===== config.mk =====
export PLATFORM = sky130hd
export DESIGN_NAME = tp_final_top
export DESIGN_NICKNAME = d
export VERILOG_FILES = /design/src/rtl/tp_final_top.sv
export SDC_FILE = /design/constraint.sdc
export NUM_CORES = 1
export LEC_CHECK = 0
export ABC_AREA = 0
export CORE_ASPECT_RATIO = 2
export CORE_UTILIZATION = 25
export CTS_CLUSTER_SIZE = 25
export DETAILED_ROUTE_END_ITERATION = 12
export GPL_ROUTABILITY_DRIVEN = 0
export GPL_TIMING_DRIVEN = 0
export PLACE_DENSITY_LB_ADDON = 0.05
export SYNTH_ARGS = -nofsm -noshare
export SYNTH_HDL_FRONTEND = slang
export SYNTH_SLANG_ARGS = --single-unit

===== constraint.sdc =====
create_clock -name clk -period 2 [get_ports clk]
set_input_delay 0.6 -clock clk [delete_from_list [all_inputs] [get_ports clk]]
set_output_delay 0.6 -clock clk [all_outputs]
set_load 0.005 [all_outputs]

===== src/rtl/tp_final_top.sv =====
// tp_final_top
//    Board-level UART echo with LED status display. Incoming 8N1 frames on
//    rx are deserialized. The last correctly framed byte is shown on led and
//    placed in a one-byte echo buffer. The TX serializer sends that buffer
//    back out on tx.
//
// Ports
//    clk    in   1          system clock, all logic on the rising edge
//    reset  in   1          synchronous, active-low reset
//    rx     in   1          UART serial input, idle high
//    tx     out  1          UART serial output, idle high, registered
//    led    out  DATA_BITS  last correctly framed received byte
module tp_final_top #(
   parameter int CLKS_PER_BIT = 32,
   parameter int DATA_BITS    = 8
) (
   input  logic                 clk,
   input  logic                 reset,
   input  logic                 rx,
   output logic                 tx,
   output logic [DATA_BITS-1:0] led
);

   localparam int CW = (CLKS_PER_BIT > 2) ? $clog2(CLKS_PER_BIT) : 1;
   localparam int IW = (DATA_BITS > 1) ? $clog2(DATA_BITS) : 1;

   localparam logic [CW-1:0] BIT_LAST  = CW'(CLKS_PER_BIT - 1);
   localparam logic [CW-1:0] HALF_LAST = CW'(CLKS_PER_BIT / 2 - 1);
   localparam logic [IW-1:0] IDX_LAST  = IW'(DATA_BITS - 1);

   typedef enum logic [1:0] {S_IDLE, S_START, S_DATA, S_STOP} state_t;

   // rx synchronizer
   logic rx_meta_q, rx_sync_q;

   // RX deserializer
   state_t                 rx_state_q, rx_state_d;
   logic [CW-1:0]          rx_cnt_q, rx_cnt_d;
   logic [IW-1:0]          rx_idx_q, rx_idx_d;
   logic [DATA_BITS-1:0]   rx_shift_q, rx_shift_d;
   logic                   rx_ferr_q, rx_ferr_d;
   logic                   rx_done_q, rx_done_d;

   // LED and echo buffer
   logic [DATA_BITS-1:0]   led_q, led_d;
   logic [DATA_BITS-1:0]   buf_data_q, buf_data_d;
   logic                   buf_full_q, buf_full_d;

   // TX serializer
   state_t                 tx_state_q, tx_state_d;
   logic [CW-1:0]          tx_cnt_q, tx_cnt_d;
   logic [IW-1:0]          tx_idx_q, tx_idx_d;
   logic [DATA_BITS-1:0]   tx_shift_q, tx_shift_d;
   logic                   tx_q, tx_d;
   logic                   tx_load;

   assign tx      = tx_q;
   assign led     = led_q;
   assign tx_load = (tx_state_q == S_IDLE) && buf_full_q;

   // ---------------------------------------------------------------
   // RX: sample mid-bit, starting half a bit after the falling edge
   // ---------------------------------------------------------------
   always_comb begin
      rx_state_d = rx_state_q;
      rx_cnt_d   = rx_cnt_q;
      rx_idx_d   = rx_idx_q;
      rx_shift_d = rx_shift_q;
      rx_ferr_d  = rx_ferr_q;
      rx_done_d  = 1'b0;
      case (rx_state_q)
         S_IDLE: begin
            rx_ferr_d = 1'b0;
            if (!rx_sync_q) begin
               rx_cnt_d   = '0;
               rx_state_d = S_START;
            end
         end
         S_START: begin
            if (rx_cnt_q == HALF_LAST) begin
               rx_cnt_d   = '0;
               rx_idx_d   = '0;
               // a line that is high again at mid-start was only a glitch
               rx_state_d = rx_sync_q ? S_IDLE : S_DATA;
            end else begin
               rx_cnt_d = rx_cnt_q + CW'(1);
            end
         end
         S_DATA: begin
            if (rx_cnt_q == BIT_LAST) begin
               rx_cnt_d   = '0;
               rx_shift_d = {rx_sync_q, rx_shift_q[DATA_BITS-1:1]};
               if (rx_idx_q == IDX_LAST) begin
                  rx_idx_d   = '0;
                  rx_state_d = S_STOP;
               end else begin
                  rx_idx_d = rx_idx_q + IW'(1);
               end
            end else begin
               rx_cnt_d = rx_cnt_q + CW'(1);
            end
         end
         S_STOP: begin
            if (rx_ferr_q) begin
               // framing error: hold off until the line returns to idle
               if (rx_sync_q) rx_state_d = S_IDLE;
            end else if (rx_cnt_q == BIT_LAST) begin
               rx_cnt_d = '0;
               if (rx_sync_q) begin
                  rx_done_d  = 1'b1;
                  rx_state_d = S_IDLE;
               end else begin
                  rx_ferr_d = 1'b1;
               end
            end else begin
               rx_cnt_d = rx_cnt_q + CW'(1);
            end
         end
         default: rx_state_d = S_IDLE;
      endcase
   end

   // ---------------------------------------------------------------
   // LED and echo buffer: a new byte always wins over a pending one
   // ---------------------------------------------------------------
   always_comb begin
      led_d      = led_q;
      buf_data_d = buf_data_q;
      buf_full_d = buf_full_q;
      if (tx_load) buf_full_d = 1'b0;
      if (rx_done_q) begin
         led_d      = rx_shift_q;
         buf_data_d = rx_shift_q;
         buf_full_d = 1'b1;
      end
   end

   // ---------------------------------------------------------------
   // TX: tx_d carries the level of the state being entered, so each
   // bit is held for exactly CLKS_PER_BIT clocks
   // ---------------------------------------------------------------
   always_comb begin
      tx_state_d = tx_state_q;
      tx_cnt_d   = tx_cnt_q;
      tx_idx_d   = tx_idx_q;
      tx_shift_d = tx_shift_q;
      tx_d       = tx_q;
      case (tx_state_q)
         S_IDLE: begin
            tx_d = 1'b1;
            if (buf_full_q) begin
               tx_shift_d = buf_data_q;
               tx_cnt_d   = '0;
               tx_state_d = S_START;
               tx_d       = 1'b0;
            end
         end
         S_START: begin
            if (tx_cnt_q == BIT_LAST) begin
               tx_cnt_d   = '0;
               tx_idx_d   = '0;
               tx_state_d = S_DATA;
               tx_d       = tx_shift_q[0];
            end else begin
               tx_cnt_d = tx_cnt_q + CW'(1);
            end
         end
         S_DATA: begin
            if (tx_cnt_q == BIT_LAST) begin
               tx_cnt_d = '0;
               if (tx_idx_q == IDX_LAST) begin
                  tx_idx_d   = '0;
                  tx_state_d = S_STOP;
                  tx_d       = 1'b1;
               end else begin
                  tx_idx_d   = tx_idx_q + IW'(1);
                  tx_shift_d = {1'b0, tx_shift_q[DATA_BITS-1:1]};
                  tx_d       = tx_shift_q[1];
               end
            end else begin
               tx_cnt_d = tx_cnt_q + CW'(1);
            end
         end
         S_STOP: begin
            if (tx_cnt_q == BIT_LAST) begin
               tx_cnt_d   = '0;
               tx_state_d = S_IDLE;
               tx_d       = 1'b1;
            end else begin
               tx_cnt_d = tx_cnt_q + CW'(1);
            end
         end
         default: begin
            tx_state_d = S_IDLE;
            tx_d       = 1'b1;
         end
      endcase
   end

   // ---------------------------------------------------------------
   // control and status registers
   // ---------------------------------------------------------------
   always_ff @(posedge clk) begin
      if (!reset) begin
         rx_meta_q  <= 1'b1;
         rx_sync_q  <= 1'b1;
         rx_state_q <= S_IDLE;
         rx_cnt_q   <= '0;
         rx_idx_q   <= '0;
         rx_ferr_q  <= 1'b0;
         rx_done_q  <= 1'b0;
         led_q      <= '0;
         buf_full_q <= 1'b0;
         tx_state_q <= S_IDLE;
         tx_cnt_q   <= '0;
         tx_idx_q   <= '0;
         tx_q       <= 1'b1;
      end else begin
         rx_meta_q  <= rx;
         rx_sync_q  <= rx_meta_q;
         rx_state_q <= rx_state_d;
         rx_cnt_q   <= rx_cnt_d;
         rx_idx_q   <= rx_idx_d;
         rx_ferr_q  <= rx_ferr_d;
         rx_done_q  <= rx_done_d;
         led_q      <= led_d;
         buf_full_q <= buf_full_d;
         tx_state_q <= tx_state_d;
         tx_cnt_q   <= tx_cnt_d;
         tx_idx_q   <= tx_idx_d;
         tx_q       <= tx_d;
      end
   end

   // ---------------------------------------------------------------
   // data registers; only meaningful while qualified by control state
   // ---------------------------------------------------------------
   always_ff @(posedge clk) begin
      rx_shift_q <= rx_shift_d;
      buf_data_q <= buf_data_d;
      tx_shift_q <= tx_shift_d;
   end

endmodule


; ---- Word-level counts from Yosys, hierarchy flattened
; Index checks and enable logic that the tools add are counted.
[op_classes]
eq_ne = 23
reduce_logical = 18
n_bitwise = 3
add_sub_neg = 4
mux = 48
[ops]
columns = op, count
row1 = $mux 5, 6
row2 = $mux 2, 13
row3 = $mux 8, 3
row4 = $ne 2x2->1 const B, 11
row5 = $pmux 5 s4, 1
row6 = $mux 3, 6
row7 = $pmux 2 s4, 2
row8 = $pmux 8 s2, 1
row9 = $pmux 3 s2, 2
row10 = $mux 1, 11
row11 = $add 5x1->5 const B, 2
row12 = $eq 5x5->1 const B, 2
row13 = $pmux 5 s2, 1
row14 = $reduce_and 5->1, 2
row15 = $reduce_bool 2->1, 5
row16 = $reduce_and 3->1, 3
row17 = $eq 2x2->1 const B, 4
row18 = $add 3x1->3 const B, 2
row19 = $eq 3x3->1 const B, 2
row20 = $eq 5x4->1 const B, 1
row21 = $eq 2x1->1 const B, 2
row22 = $logic_not 2->1, 2
row23 = $pmux 1 s4, 1
row24 = $reduce_and 2->1, 2
row25 = 7 further kinds, 9
[word_totals]
ff_bits = 58
output_inout_bits = 9
elab_cells = 112
inputBits = 3

; ---- Logic depth before layout (Yosys ltp)
; Gate-level depths: netlist (run 1).
[logic_depth]
ltp_word = 4
mapped_depth = 8
depth_no_buf = 8

; ---- Worst setup path before layout (run 1)
; Ideal clock, no wire load.
[synth_timing]
path_type = reg2reg
startpoint = register tx_state_q[0]
endpoint = register tx_shift_q[0], enable pin
period_less_slack_ns = 2.162
arrival_time_ns = 1.776
path_slack_ns = -0.162
t_required_ns = 1.614
setup_ns = 0.386
path_buffers = 1
stages_incl_launch_ff = 6
cell_sequence = dfxtp_1 inv_1 ha_1 clkbuf_1 nor2_1 a211oi_1
[synth_between]
elab_chain_cells = 3
word_cells_on_any_way = 7
classes_between = eq/ne (4) / reduce/logical (3)
[synth_lines]
columns = item, line_no
row1 = from (decl), 50  ; state_t tx_state_q, tx_state_d;
row2 = from (signal assigned), 228  ; tx_state_q <= tx_state_d;
row3 = $eq 2x2->1 / $logic_not 2->1 (equally long branches), 148  ; case (tx_state_q)
row4 = $ne 2x2->1 (no source line) / $reduce_bool 2->1 (equally long branches), --
row5 = $reduce_and 4->1 (no source line) *, --
row6 = to (signal assigned), 241  ; tx_shift_q <= tx_shift_d;
row7 = to (decl), 53  ; logic [DATA_BITS-1:0] tx_shift_q, tx_shift_d;
; Mark *: on every way between the ends. The rest lies on a longest branch, timed or not.
; A chain may end at the register's enable or synchronous reset.

; ---- Final worst setup path (run 1)
[layout_timing]
startpoint = register tx_cnt_q[0]
endpoint = register tx_cnt_q[2]
[layout_between]
elab_chain_cells = 3
word_cells_on_any_way = 4
classes_between = add/sub (1) / eq/ne (1) / mux (2)
[layout_lines]
columns = item, line_no
row1 = from (decl), 51  ; logic [CW-1:0] tx_cnt_q, tx_cnt_d;
row2 = from (signal assigned), 229  ; tx_cnt_q <= tx_cnt_d;
row3 = $add 5x1->5 / $eq 5x5->1 (equally long branches), --
row4 = $mux 5 *, "159, 169, 185"
row5 = $pmux 5 s2 *, 148
; Marked as above.

==> reports/results.txt, run 1 <==
CTS Buf Count = 9
YS warnings = 0
Pre-CTS setup slack = -455.3 ps
#FFs+latches synth = 58
CTS clk-pin slew, worst paths = 50 ps
WL/cell = 14.48 um
Reg2reg start = tx_cnt_q[0]$_SDFFE_PN0P_
Most common cell in the netlist = dfxtp_1
Die H = 147.4 um
Post-DP HPWL = 4.333 mm
Worst Tran Pin Value = 621.6 ps
Drt pass-1 iters = 4
Syn Inst Count = 238
Final Hold Vio Count = 0
Final setup violation count = 0
Post-synth top area share = 27.26%
First-pass GRT wire length = 9.453 mm
Top post-synthesis cells by count = 34 x dfxtp_1, 31 x nor2_1, 24 x edfxtp_1
Vias after detailed routing = 1761
Worst r2r path cells = 6
# nets final = 285
CTS tree = built
Slowest stage delay, CP = 380 ps
End of the worst hold path = rx_sync_q$_SDFF_PN1_
Initial antenna violation count = 0
Clock Path Buffers = 2
DR top layer = met4
Worst EP arrival = 2190 ps
Post-synth ARST share = 0%
Post-synth cell types = 39
Number of flops mapped to enable cells by yosys = 24
Period minus WS final = 1931 ps
Largest area contributor in the netlist = edfxtp_1
Rel. slew slack = 58.56%
Hold Startpoint = rx_meta_q$_SDFF_PN1_
Req. time, crit path = 2260 ps
Kind of critical path = reg2reg
Port buffer count = 11
Via density = 4.392
Critical path's slowest cell = or3_4
CTS root buffer = clkbuf_16
CP max FO = 7
RSZ-0062 raised after global routing = no
DRC Markers = 0
Die width = 74.72 um
Final WL = 5.807 mm
Critical Path End Type = flip-flop
Worst R2R End = tx_cnt_q[2]$_SDFFE_PN0P_
Hold Crit Depth = 1
DP Area = 2928 sq um
Tot GR Track Use = 12.16%
H-Tree Depth = 3
Row count = 52
Final ANT Viol Nets = 0
Post-Route Skew = 4.099 ps
Pin count of the biggest net entering global routing = 11
Post-synthesis area per instance = 11.11 sq um
Slew Limit Fails = 0
Routed length on met1 = 2.186 mm
Post-synthesis sequential area ratio = 53.01%
Number of max-cap violations = 0
Status = complete, no violations
Clk_lat worst skew = 320 ps
Met2 wire len = 3.315 mm
LEAKAGE = 1.229 nW
Initial core utilization = 25.88%
Final instance area = 3403 sq um
Cell Area, Synth = 2644 sq um
Leading post-synthesis cells by cell area = edfxtp_1 27%, dfxtp_1 26%, ha_1 9.9%, mux2i_1 5.7%, nor2_1 4.4%
Vias in the first global route = 1828
Final period util = 96.56%
Layout cells sized above 1 = 15.41%
First-iteration detailed-routing DRC count = 73
Area grow syn2layout = 28.73%
IO Pins = 12
Pwr dens = 1125 nW/um^2
Core Area = 10210 sq um
Met3 routed WL = 145 um
Setup slack after layout = 68.88 ps
Die Area = 11020 sq um
Syn_nets = 262
Total Power = 0.003830 W
Remaining Overflow, GRT = 0
Critical Path Start Type = flip-flop
Main flop type after synthesis = dfxtp_1
Reg2reg setup slack = 70 ps
Fmax = 0.5178 GHz
CTS sink count = 58
# diodes = 0
Worst IR Drop VDD = 0.4580 mV
Worst Hold Class = reg2reg
Cell chain of the critical path = ha_2 > and3_1 > ha_4 > or3_4 > or3b_1 > a21oi_1
## through the flow
step | utilization [%] | setup TNS [ps] | std cells | hold WS, ps
CTS | 33.02 | 0 | 401 | 428.1
detailed placement | 28.66 | -4494 | 384 | 399.9
global placement | 28.66 | -4508 | 384 | 399.0
floorplan | - | 0 | 238 | 386.3
finish | 33.32 | 0 | 401 | 429.0
global route | 33.32 | 0 | 401 | 460.3
## report_power, final
part           internal [W]  switching (W)  total (W)
logic              0.000215       0.000278   0.000492
clock network       0.00147       0.000529    0.00200
registers           0.00131      0.0000336    0.00134
total               0.00299       0.000840    0.00383
## cell families (layout without fill, tap and decap cells)
family                   count (synthesis)  after routing  share of synthesized area [%]
AND/OR/NAND/NOR                         82             82                          16.00
flip-flops                              58             58                          53.01
AO/OA/AOI/OAI                           36             36                          9.134
multiplexers                            23             23                          9.087
adder cells (fa/ha/maj)                 21             21                          9.938
buffers and inverters                   18             46                          2.839
## worst max-delay path by stage
stage | depth (start not counted) | start | slack (ps) | end
floorplan | 5 | tx_state_q[0]$_SDFFE_PN0P_ | 70 | tx_shift_q[0]$_DFFE_PP_
global placement | 5 | tx_state_q[0]$_SDFFE_PN0P_ | -440 | tx_shift_q[6]$_DFFE_PP_
detailed placement | 5 | tx_state_q[0]$_SDFFE_PN0P_ | -460 | tx_shift_q[6]$_DFFE_PP_
CTS | 7 | rx_cnt_q[0]$_SDFFE_PN0P_ | 1 | rx_state_q[0]$_SDFFE_PN0P_
global route | 6 | tx_cnt_q[0]$_SDFFE_PN0P_ | 5 | tx_cnt_q[2]$_SDFFE_PN0P_
finish | 6 | tx_cnt_q[0]$_SDFFE_PN0P_ | 70 | tx_cnt_q[2]$_SDFFE_PN0P_
## worst max-delay path, delay by kind of cell, from the launching register on
family          cells  cell delay (ps)
simple gates        3              980
fa+ha+maj           2              410
flops               1              340
compound gates      1              140
## state kept, by name, indices dropped and copies added, names as in the netlist, 2 cells and up, named ones only
register	cells
tx_state_q	2
rx_cnt_q	5
led	8
buf_data_q	8
rx_idx_q	3
tx_shift_q	8
tx_cnt_q	5
rx_shift_q	8
tx_idx_q	3
## layer usage
| metal | global-route usage, % | up-vias |
|---|---|---|
| met5 | 0 | - |
| met4 | 7.075 | 0 |
| met3 | 3.340 | 11 |
| met2 | 21.35 | 24 |
| met1 | 12.30 | 831 |
| li1 | - | 895 |
## cell type report
type / count / area [sq um]
repair buffers: 12 / 130.1
clock buffers: 11 / 232.7
fillers: 1053 / 6812
clock inverters: 5 / 150.1
plain buffers: 9 / 45.04
inverters: 9 / 33.78
multi-input cells: 162 / 1240
flip-flops and latches: 58 / 1403
well taps: 135 / 168.9
## cell usage in the layout, fill, tap and decap left out, types with 2 or more instances in the layout
| cell type | Yosys | routed |
|---|---|---|
| mux2i_1 | 15 | 15 |
| nor3_1 | 3 | 2 |
| nor2b_1 | 9 | 9 |
| mux2_2 | 8 | 8 |
| a311oi_1 | 3 | 2 |
| bufinv_16 | 0 | 5 |
| nand2b_1 | 9 | 9 |
| nor2_1 | 31 | 31 |
| nor4_1 | 2 | 2 |
| dfxtp_1 | 34 | 33 |
| nand2_1 | 7 | 7 |
| o21bai_1 | 2 | 2 |
| and3_1 | 4 | 3 |
| clkbuf_16 | 0 | 9 |
| and2_1 | 4 | 3 |
| o21ai_0 | 8 | 8 |
| buf_1 | 2 | 2 |
| ha_2 | 0 | 4 |
| clkbuf_1 | 6 | 7 |
| edfxtp_1 | 24 | 24 |
| inv_1 | 8 | 8 |
| clkdlybuf4s50_1 | 0 | 11 |
| a21oi_1 | 12 | 11 |
| nand3_1 | 6 | 6 |
| ha_1 | 21 | 16 |
| nor3b_1 | 2 | 2 |
## timing repair
item | 4_1_cts | 5_1_grt
gates resized for setup | 8 | 11
setup buffers | 1 | 0
endpoints found under the setup margin | 14 | 18
gates cloned | 0 | 0
pin swaps | 1 | 1
hold buffers | 0 | 0
(Power assumes the default switching activity.)
==> run 2: changes to the inputs <==
--- a/config.mk
+++ b/config.mk
@@ -7,12 +7,14 @@
 export LEC_CHECK = 0
 export ABC_AREA = 0
 export CORE_ASPECT_RATIO = 2
+export CORE_MARGIN = 4
 export CORE_UTILIZATION = 25
 export CTS_CLUSTER_SIZE = 25
 export DETAILED_ROUTE_END_ITERATION = 12
 export GPL_ROUTABILITY_DRIVEN = 0
 export GPL_TIMING_DRIVEN = 0
 export PLACE_DENSITY_LB_ADDON = 0.05
+export SLEW_MARGIN = 40
 export SYNTH_ARGS = -nofsm -noshare
 export SYNTH_HDL_FRONTEND = slang
 export SYNTH_SLANG_ARGS = --single-unit
==> run 2 against run 1 <==
  * Utilization down 0.55 points
  * Via count down 1.3%
  * Clock skew grew 3.2 ps
  * Register-to-register slack better by 30 ps
  * Critical path depth did not move
  * Die area up 12%
  * Routed wire length up 1.7%
  * Total power fell by 6.4%
  * Global-route usage decreased by 1.5 points
  * Critical path type unchanged
  * Highest routed layer unchanged
==> reports/results.txt, run 2 (synthesis results as in run 1) <==
Status = complete, no violations
Worst Tran Pin Value = 650.2 ps (+28.62 ps)
WL/cell = 14.76 um (+1.9%)
Req. time, crit path = 2200 ps (-60 ps)
CP max FO = 9 (+2)
Most used cell, CP = ha_1
Kind of critical path = reg2reg
Clock Path Buffers = 2 (unchanged)
Initial antenna violation count = 0 (unchanged)
Via density = 4.345 (-1.1%)
Reg2reg start = rx_cnt_q[0]$_SDFFE_PN0P_
Pwr dens = 1071 nW/um^2 (-4.9%)
First-iteration detailed-routing DRC count = 37 (-49%)
Initial core utilization = 25.88% (unchanged)
Vias in the first global route = 1880 (+2.8%)
CTS root buffer = clkbuf_16
Vias after detailed routing = 1738 (-1.3%)
DRC Markers = 0 (unchanged)
Met2 usage = 19.74% (-1.6 points)
Die width = 80.72 um (+8.0%)
Finished Layout Cells = 400 (-0.25%)
Busiest grt layer = met2
CTS clk-pin slew, worst paths = 50 ps (about the same)
Final WL = 5.905 mm (+1.7%)
Final instance area = 3347 sq um (-1.7%)
Rel. slew slack = 56.65% (-1.9 points)
Critical path's slowest cell = dfxtp_1
Tot GR Track Use = 10.66% (-1.5 points)
Final ANT Viol Nets = 0 (unchanged)
Die Area = 12380 sq um (+12%)
Clk_lat worst skew = 330 ps (about the same)
Grt met3 use = 2.945% (-0.40 points)
Final setup violation count = 0 (unchanged)
Port buffer count = 11 (unchanged)
Remaining Overflow, GRT = 0 (unchanged)
Pin count of the biggest net entering global routing = 12 (+1)
Slew Limit Fails = 0 (unchanged)
Crit path from = rx_cnt_q[0]$_SDFFE_PN0P_
Critical Path Start Type = flip-flop
# diodes = 0 (unchanged)
Critical Path End Type = flip-flop
Row count = 52 (unchanged)
Worst IR Drop VDD = 0.3924 mV (-14%)
# nets final = 284 (-0.35%)
Worst Hold Class = reg2reg
Core Area = 10210 sq um (unchanged)
Layout cells sized above 1 = 15.85% (+0.44 points)
Drt pass-1 iters = 4 (unchanged)
Area grow syn2layout = 26.60%
CTS sink count = 58 (unchanged)
CTS tree = built
Final period util = 94.88% (-1.7 points)
Total Power = 0.003583 W (-6.4%)
CTS Buf Count = 9 (unchanged)
Most common cell after layout, fill and taps aside = dfxtp_1
Slowest stage delay, CP = 340 ps (-40 ps)
Placed cell count = 384 (unchanged)
RSZ-0062 raised after global routing = yes
Post-Route Skew = 7.266 ps (+3.167 ps)
Fmax = 0.5270 GHz (+1.8%)
Final Hold Vio Count = 0 (unchanged)
Post-DP HPWL = 4.407 mm (+1.7%)
IO Pins = 12 (unchanged)
First-pass GRT wire length = 9.597 mm (+1.5%)
H-Tree Depth = 3 (unchanged)
Most frequent cells in the layout = 32 x dfxtp_1, 31 x nor2_1, 24 x edfxtp_1
Number of max-cap violations = 0 (unchanged)
Period minus WS final = 1898 ps (-33.42 ps)
Die H = 153.4 um (+4.1%)
DP Area = 2928 sq um (unchanged)
Hold Startpoint = rx_meta_q$_SDFF_PN1_
# fillers = 1069 (+1.5%)
# hold bufs at CTS = 0 (unchanged)
Grt met1 use = 10.25% (-2.0 points)
Worst EP arrival = 2100 ps (-90 ps)
LEAKAGE = 1.206 nW (-1.8%)
Cell chain of the critical path = ha_1 > and3_1 > ha_1 > and2_2 > a311oi_1 > nor2_1
[run 2: report_power, final]
| part | internal (W) | switching (W) | total, W |
|---|---|---|---|
| Clock | 0.00121 | 0.000535 | 0.00174 |
| Combinational | 0.000218 | 0.000279 | 0.000496 |
| Sequential | 0.00131 | 0.0000356 | 0.00134 |
[run 2: through the flow]
step	utilization, %	setup slack (ps)	TNS, ps	hold slack [ps]
floorplan	-	71.34	0	386.3
global placement	28.66	-468.2	-4877	409.3
detailed placement	28.66	-504.6	-5161	403.3
CTS	32.64	6.270	0	417.4
global route	32.77	-14.22	-26.70	423.3
finish	32.77	102.3	0	410.5
[run 2: area by class of cell]
| class | instances | area (sq um) | area share (%) |
|---|---|---|---|
| flip-flops and latches | 58 | 1404 | 41.94 |
| multi-input cells | 162 | 1234 | 36.86 |
| clock buffers | 10 | 229.0 | 6.841 |
| well taps | 135 | 168.9 | 5.047 |
| repair buffers | 12 | 130.1 | 3.888 |
| clock inverters | 6 | 106.4 | 3.178 |
| plain buffers | 8 | 41.29 | 1.234 |
| inverters | 9 | 33.78 | 1.009 |
[run 2: critical path: cells and delay by family, from the launching register on]
kind	cells	cell delay, ps
compound gates	1	330
fa+ha+maj	2	490
flops	1	340
simple gates	3	600
[run 2: final timing paths]
kind | slack, ps | endpoint | depth (start not counted)
worst min register to register | 410 | rx_sync_q$_SDFF_PN1_ | 1
worst max register to register | 100 | rx_idx_q[2]$_SDFFE_PN0P_ | 6
worst min-delay path | 410 | rx_sync_q$_SDFF_PN1_ | 1
worst max-delay path | 100 | rx_idx_q[2]$_SDFFE_PN0P_ | 6
[run 2: metal layers]
| metal | up-vias | wire (um) |
|---|---|---|
| met5 | - | 0 |
| met3 | 10 | 158 |
| met4 | 0 | 131 |
| met1 | 819 | 2271 |
| li1 | 888 | - |
| met2 | 21 | 3343 |
[run 2: timing repair]
item / 4_1_cts / 5_1_grt
gates resized for setup: 10 / 9
setup endpoints to repair: 15 / 11
buffers inserted: 1 / 0
pin swaps: 2 / 0
==> run 3: changes to the inputs <==
--- a/config.mk
+++ b/config.mk
@@ -6,6 +6,7 @@
 export NUM_CORES = 1
 export LEC_CHECK = 0
 export ABC_AREA = 0
+export CAP_MARGIN = 20
 export CORE_ASPECT_RATIO = 2
 export CORE_MARGIN = 4
 export CORE_UTILIZATION = 25
==> results of run 3 <==
The final DEF is identical to that of run 2; final timing and power are the same.
